<file path="config.mk">
export PLATFORM = sky130hd
export DESIGN_NAME = daq_frame_unpacker
export DESIGN_NICKNAME = d
export VERILOG_FILES = /design/src/rtl/daq_pkg.sv /design/src/rtl/daq_frame_unpacker.sv
export SDC_FILE = /design/constraint.sdc
export NUM_CORES = 1
export LEC_CHECK = 0
export CAP_MARGIN = 20
export CORE_ASPECT_RATIO = 0.75
export CORE_MARGIN = 2
export CORE_UTILIZATION = 31
export CTS_CLUSTER_DIAMETER = 100
export DETAILED_ROUTE_END_ITERATION = 12
export GPL_TIMING_DRIVEN = 0
export PLACE_DENSITY = 0.67
export SYNTH_ARGS = -nofsm -noshare
export SYNTH_HDL_FRONTEND = slang
export SYNTH_SLANG_ARGS = --single-unit
</file>
<file path="constraint.sdc">
create_clock -name clk -period 2.7 [get_ports clk]
set_clock_uncertainty 0.2 [all_clocks]
set_input_delay 0.675 -clock clk [delete_from_list [all_inputs] [get_ports clk]]
set_output_delay 0.675 -clock clk [all_outputs]
set_load 0.01 [all_outputs]
</file>
<file path="src/rtl/daq_pkg.sv">
// -----------------------------------------------------------------------------
// daq_pkg
// Shared constants for the DAQ-link frame unpacker: link and FIFO word widths
// and the legacy-compatible state encoding of the unpacker FSM.
// -----------------------------------------------------------------------------
package daq_pkg;

  localparam int DAQ_W  = 64;
  localparam int FIFO_W = 32;

  // Unpacker FSM states.
  // WAIT_HDR  : idle, outside a frame, waiting for a header word
  // WAIT_BODY : idle, inside a frame, waiting for data or trailer
  // HI        : presenting the high half of the buffered word
  // LO        : presenting the low half of the buffered word
  localparam logic [1:0] WAIT_HDR  = 2'd0;
  localparam logic [1:0] WAIT_BODY = 2'd1;
  localparam logic [1:0] HI        = 2'd2;
  localparam logic [1:0] LO        = 2'd3;

endpackage

</file>
<file path="src/rtl/daq_frame_unpacker.sv">
// -----------------------------------------------------------------------------
// daq_frame_unpacker
// Accepts 64-bit DAQ-link words tagged header/trailer, checks frame order and
// emits every accepted word as two 32-bit beats (bits 63:32 first, then 31:0).
// A frame is one header, any number of data words and one trailer; out_last
// marks the low beat of the trailer.
//
// Ports
//   clk, rst_n        single clock, synchronous active-low reset
//   in_data[63:0]     DAQ word, with in_header / in_trailer tags
//   in_valid/in_ready input handshake (in_ready decoded from state)
//   out_data[31:0]    FIFO-side beat, with out_last
//   out_valid/out_ready output handshake
//   frame_done        one-cycle pulse after the trailer low beat transfers
//   frame_words       word count (header+data+trailer) of last completed frame
//   err_seq           one-cycle pulse on any framing violation
// -----------------------------------------------------------------------------
module daq_frame_unpacker
  import daq_pkg::*;
#(
  parameter int CNT_W = 16
) (
  input  logic              clk,
  input  logic              rst_n,
  input  logic [DAQ_W-1:0]  in_data,
  input  logic              in_header,
  input  logic              in_trailer,
  input  logic              in_valid,
  output logic              in_ready,
  output logic [FIFO_W-1:0] out_data,
  output logic              out_valid,
  output logic              out_last,
  input  logic              out_ready,
  output logic              frame_done,
  output logic [CNT_W-1:0]  frame_words,
  output logic              err_seq
);

  localparam logic [CNT_W-1:0] CNT_ZERO = {CNT_W{1'b0}};
  localparam logic [CNT_W-1:0] CNT_ONE  = {{(CNT_W-1){1'b0}}, 1'b1};
  localparam logic [CNT_W-1:0] CNT_MAX  = {CNT_W{1'b1}};

  logic [1:0]        state_r,       state_s;
  logic [DAQ_W-1:0]  buf_r,         buf_s;
  logic [CNT_W-1:0]  cnt_r,         cnt_s;
  logic              is_trl_r,      is_trl_s;
  logic [FIFO_W-1:0] out_data_r,    out_data_s;
  logic              out_valid_r,   out_valid_s;
  logic              out_last_r,    out_last_s;
  logic              frame_done_r,  frame_done_s;
  logic [CNT_W-1:0]  frame_words_r, frame_words_s;
  logic              err_seq_r,     err_seq_s;
  logic              load_s;
  logic [CNT_W-1:0]  cnt_inc_s;

  // Input is only taken while no word is being split into beats.
  assign in_ready = (state_r == WAIT_HDR) || (state_r == WAIT_BODY);

  assign out_data    = out_data_r;
  assign out_valid   = out_valid_r;
  assign out_last    = out_last_r;
  assign frame_done  = frame_done_r;
  assign frame_words = frame_words_r;
  assign err_seq     = err_seq_r;

  // Saturating word-counter increment.
  always_comb begin
    if (cnt_r == CNT_MAX) begin
      cnt_inc_s = cnt_r;
    end else begin
      cnt_inc_s = cnt_r + CNT_ONE;
    end
  end

  // Next-state and next-output decode.
  always_comb begin
    state_s       = state_r;
    buf_s         = buf_r;
    cnt_s         = cnt_r;
    is_trl_s      = is_trl_r;
    out_data_s    = out_data_r;
    out_valid_s   = out_valid_r;
    out_last_s    = out_last_r;
    frame_done_s  = 1'b0;
    frame_words_s = frame_words_r;
    err_seq_s     = 1'b0;
    load_s        = 1'b0;

    case (state_r)
      WAIT_HDR: begin
        if (in_valid) begin
          if (in_header && !in_trailer) begin
            cnt_s    = CNT_ONE;
            is_trl_s = 1'b0;
            load_s   = 1'b1;
          end else begin
            // Data/trailer outside a frame, or a doubly tagged word: drop it.
            err_seq_s = 1'b1;
          end
        end else begin
          load_s = 1'b0;
        end
      end

      WAIT_BODY: begin
        if (in_valid) begin
          if (in_header && in_trailer) begin
            err_seq_s = 1'b1;
          end else if (in_header) begin
            // Header inside a frame restarts the frame; the old frame is
            // abandoned without a synthetic last beat.
            err_seq_s = 1'b1;
            cnt_s     = CNT_ONE;
            is_trl_s  = 1'b0;
            load_s    = 1'b1;
          end else begin
            cnt_s    = cnt_inc_s;
            is_trl_s = in_trailer;
            load_s   = 1'b1;
          end
        end else begin
          load_s = 1'b0;
        end
      end

      HI: begin
        if (out_ready) begin
          state_s    = LO;
          out_data_s = buf_r[FIFO_W-1:0];
          out_last_s = is_trl_r;
        end else begin
          state_s = HI;
        end
      end

      LO: begin
        if (out_ready) begin
          out_valid_s = 1'b0;
          out_last_s  = 1'b0;
          if (is_trl_r) begin
            state_s       = WAIT_HDR;
            frame_done_s  = 1'b1;
            frame_words_s = cnt_r;
            is_trl_s      = 1'b0;
          end else begin
            state_s = WAIT_BODY;
          end
        end else begin
          state_s = LO;
        end
      end

      default: begin
        state_s     = WAIT_HDR;
        out_valid_s = 1'b0;
        out_last_s  = 1'b0;
      end
    endcase

    // Common word-load path: buffer the word and present its high half.
    if (load_s) begin
      state_s     = HI;
      buf_s       = in_data;
      out_data_s  = in_data[DAQ_W-1:FIFO_W];
      out_valid_s = 1'b1;
      out_last_s  = 1'b0;
    end else begin
      buf_s = buf_s;
    end
  end

  // State and registered outputs with synchronous active-low reset.
  always_ff @(posedge clk) begin
    if (!rst_n) begin
      state_r       <= WAIT_HDR;
      buf_r         <= {DAQ_W{1'b0}};
      cnt_r         <= CNT_ZERO;
      is_trl_r      <= 1'b0;
      out_data_r    <= {FIFO_W{1'b0}};
      out_valid_r   <= 1'b0;
      out_last_r    <= 1'b0;
      frame_done_r  <= 1'b0;
      frame_words_r <= CNT_ZERO;
      err_seq_r     <= 1'b0;
    end else begin
      state_r       <= state_s;
      buf_r         <= buf_s;
      cnt_r         <= cnt_s;
      is_trl_r      <= is_trl_s;
      out_data_r    <= out_data_s;
      out_valid_r   <= out_valid_s;
      out_last_r    <= out_last_s;
      frame_done_r  <= frame_done_s;
      frame_words_r <= frame_words_s;
      err_seq_r     <= err_seq_s;
    end
  end

endmodule
</file>
==> impl_results.md, run 1 <==
* Final Setup Violations at 0
* Period Utilization, post-route at 95.2%
* CTS tree: done
* Fmax at 389 MHz
* 1st-iter DRT viols at 325
* Detailed Place HPWL at 9990 um
* Die W at 141 um
* Fin worst setup slack at 130 ps
* Number of CTS-inserted buffers at 9
* CP Launch Type: input port
* Final Net Count at 714
* Vias at 4107
* TNS Setup at 0 ps
* Critical path endpoint category: register
* Sw Ratio at 23.7%
* Slew HR at 60.0%
* Worst Hold Class: reg2reg
* CP bufs+invs at 3
* Cells after synthesis at 509
* ANT nets after route at 0
* Crit path kind: in2reg
* Crit-path slowest cell: clkdlybuf4s50_1
* H-tree depth at 3
* Synth Area in Compound Gates at 20.8%
* Total gr overflow at 0
* Boundary pin count at 123
* Post-layout min period at 2570 ps
* Via-to-Cell Ratio at 4.99
* Required time worst endpoint at 2730 ps
* Maximum fanout along the worst path at 10
* P_sw at 823 uW
* Post-Syn Area at 4390 um^2
* Crit-path most repeated cell: nand2_1
* WL met1 at 6240 um
* Pint at 2.65 mW
* Core box area at 13800 um^2
* DRC Markers at 0
* Hold buffer count at CTS at 0
* Hold_sp: buf_r[12]
* RD Place Congestion at 0.850
* Lkg Pwr at 2.66 nW
* Worst path max stage delay at 520 ps
* Cell Chain, Critical Path: clkdlybuf4s50_1, nand2_1, or2_2, clkbuf_1, buf_2, mux2i_1, nand2_1, o211a_1
* Number of global-route vias before repair at 4081
* R2r setup slk at 230 ps
* Synth Area per Inst at 8.63 um^2
* Most frequent cells in the layout: 155 x nand2_1, 122 x clkdlybuf4s50_1, 103 x dfxtp_1
* Fin. Hold Viols at 0
* Tightest Pin Transition at 600 ps
* Finished Layout Cells at 823
* Status: finished, final reports clean
* Longest Clk Path Bufs at 2
* RSZ-0062 raised after global routing: false
* Top Family by Delay on Critical Path: buffers and inverters
* Wire length on met2 at 5730 um
* Synth Area in XOR/XNOR at 0%
* Hold Crit Depth at 2
* R2R depth at 7
* Mux cell area share after synthesis at 7.29%
* YS warnings at 0
* Port buffer count at 122
* Commonest non-fill, non-tap cell in the layout: nand2_1
* Post-synthesis sequential area ratio at 47.0%
* Clk_lat worst skew at 340 ps
* R2r endpoint: cnt_r[3]
* Syn_nets at 580
* Routed WL at 13200 um
* Layout cells sized above 1 at 5.25%
* Tot GR Track Use at 17.9%
* Detailed-router iteration count before antenna repair at 5
* Worst VDD drop at 314 uV
* Area growth syn-to-layout at 40.4%
* Simple-gate share of the synthesized area at 20.8%
* Synth Register Bits at 103
* Dpl ws at -648 ps
* Main combinational cell family by area after synthesis: compound AO/OA/AOI/OAI gates
* PD cells at 563 nW/um^2
* Global-route wire length before repair at 21300 um
* Die area at 15100 um^2
* Routed len/inst at 16.0 um
* DR top layer: met4
* Clock transition at the registers of the reported paths at 70 ps
* Die height at 107 um
* # diodes at 0
* Hold EP: buf_r[12]
* Clock power frac at 39.6%
* Initial Util at 31.8%
* WP data arrival at 2600 ps
* Max Cap Viol at 0
* WHS at 262 ps
* FF-to-FF Start: cnt_r[0]
* Largest net degree at the start of global routing at 17
* Initial antenna violation count at 0
* Comb power frac at 13.7%
* Seq pwr share at 46.7%
* Met3 WL post-DR at 966 um
* FP Rows at 37
* Clk sinks at 103
* Unique masters post-synth at 36
* Final Slew Violations at 0
* CTS root buf: clkbuf_16
* Synth Area in Adders at 0.285%
* Number of cells after detailed placement at 806
==> sequential cells by signal, indices dropped and copies added (netlist names) <==
name,count
frame_done,1
cnt_r,16
frame_words,16
out_last,1
out_data,32
state_r,2
is_trl_r,1
buf_r,32
out_valid,1
err_seq,1
==> worst max path at each step <==
stage	slack, ps	cells after the start	endpoint	startpoint
final	130	8	out_data[20]	out_ready
after global routing	10	5	cnt_r[11]	rst_n
after CTS	40	7	buf_r[24]	in_valid
after detailed placement	-650	5	out_valid	in_header
after global placement	-570	5	out_valid	in_header
after floorplan	580	8	cnt_r[2]	cnt_r[0]
==> cells in the mapped netlist, drive strengths merged <==
cell type | n | share of area, %
nand2 | 155 | 13
dfxtp | 103 | 47
a21boi | 51 | 8.7
o211a | 33 | 7.5
mux2i | 32 | 7.3
clkbuf | 24 | 2.1
nand3 | 16 | 1.8
a21oi | 12 | 1.4
buf | 12 | 1.5
nor2 | 12 | 1.0
o21ai | 12 | 1.5
nand4 | 9 | 1.3
nor3 | 6 | 0.68
inv | 4 | 0.34
o32ai | 4 | 0.80
and3 | 3 | 0.46
nor2b | 3 | 0.43
or3 | 3 | 0.43
a31oi | 2 | 0.28
nand2b | 2 | 0.28
nor3b | 2 | 0.46
and2 | 1 | 0.14
and4 | 1 | 0.23
ha | 1 | 0.28
o211ai | 1 | 0.17
o22ai | 1 | 0.14
o31ai | 1 | 0.17
o41ai | 1 | 0.20
or2 | 1 | 0.14
or4 | 1 | 0.17
==> tightest hold or removal path, stage by stage (launching register included) <==
cell      delay, ps
dfxtp_1         310
nand2_1          40
a21boi_0         60
==> kinds of logic (layout without fill, tap and decap cells) <==
kind of cell	after synthesis	after routing
DFF	103	103
and+or+nand+nor	215	215
muxes	32	32
adders and majority gates	1	1
AOI/OAI and AO/OA	118	118
buffers and inverters	40	179
==> metal layers <==
layer  GRT usage (%)  vias to the layer above
met4            5.64                        0
met5               0                        -
met2            27.6                      147
li1                -                     2018
met3            5.14                       20
met1            24.2                     1922
==> final cells by class <==
class / count / area (um^2)
Tap cell: 175 / 219
Clock buffer: 10 / 229
Clock inverter: 6 / 85.1
Inverter: 4 / 15.0
Buffer: 35 / 156
Multi-Input combinational cell: 366 / 2160
Fill cell: 1339 / 7630
Timing Repair Buffer: 124 / 1240
Sequential cell: 103 / 2060
==> power by group through the flow <==
stage	sequential [mW]	clock, mW	combinational (mW)
6_report	1.62	1.38	0.476
5_1_grt	1.63	1.47	0.521
4_1_cts	1.62	1.41	0.480
3_5_place_dp	1.66	0	0.474
3_3_place_gp	1.65	0	0.464
2_1_floorplan	1.67	0	0.200
==> what timing repair did <==
item	CTS	global route
resized for setup	0	4
pin swaps	1	0
setup buffers	2	0
setup endpoints to repair	11	21
==> through the flow <==
stage          instance area, um^2  utilization, %  power (mW)
2_1_floorplan                 4390               -        1.87
3_3_place_gp                  5830            42.3        2.12
3_5_place_dp                  5830            42.3        2.13
4_1_cts                       6160            44.7        3.51
5_1_grt                       6170            44.7        3.62
6_report                      6170            44.7        3.47
No activity file was read; power rests on OpenSTA's default activity.
==> run 2: changes to the inputs <==
--- a/config.mk
+++ b/config.mk
@@ -9,7 +9,6 @@
 export CORE_ASPECT_RATIO = 0.75
 export CORE_MARGIN = 2
 export CORE_UTILIZATION = 31
-export CTS_CLUSTER_DIAMETER = 100
 export DETAILED_ROUTE_END_ITERATION = 12
 export GPL_TIMING_DRIVEN = 0
 export PLACE_DENSITY = 0.67
==> results of run 2 <==
The final DEF is identical to that of run 1; final timing and power are the same.
==> run 3: changes to the inputs <==
--- a/config.mk
+++ b/config.mk
@@ -5,7 +5,6 @@
 export SDC_FILE = /design/constraint.sdc
 export NUM_CORES = 1
 export LEC_CHECK = 0
-export CAP_MARGIN = 20
 export CORE_ASPECT_RATIO = 0.75
 export CORE_MARGIN = 2
 export CORE_UTILIZATION = 31
==> results of run 3 <==
The final DEF is identical to that of run 1; final timing and power are the same.
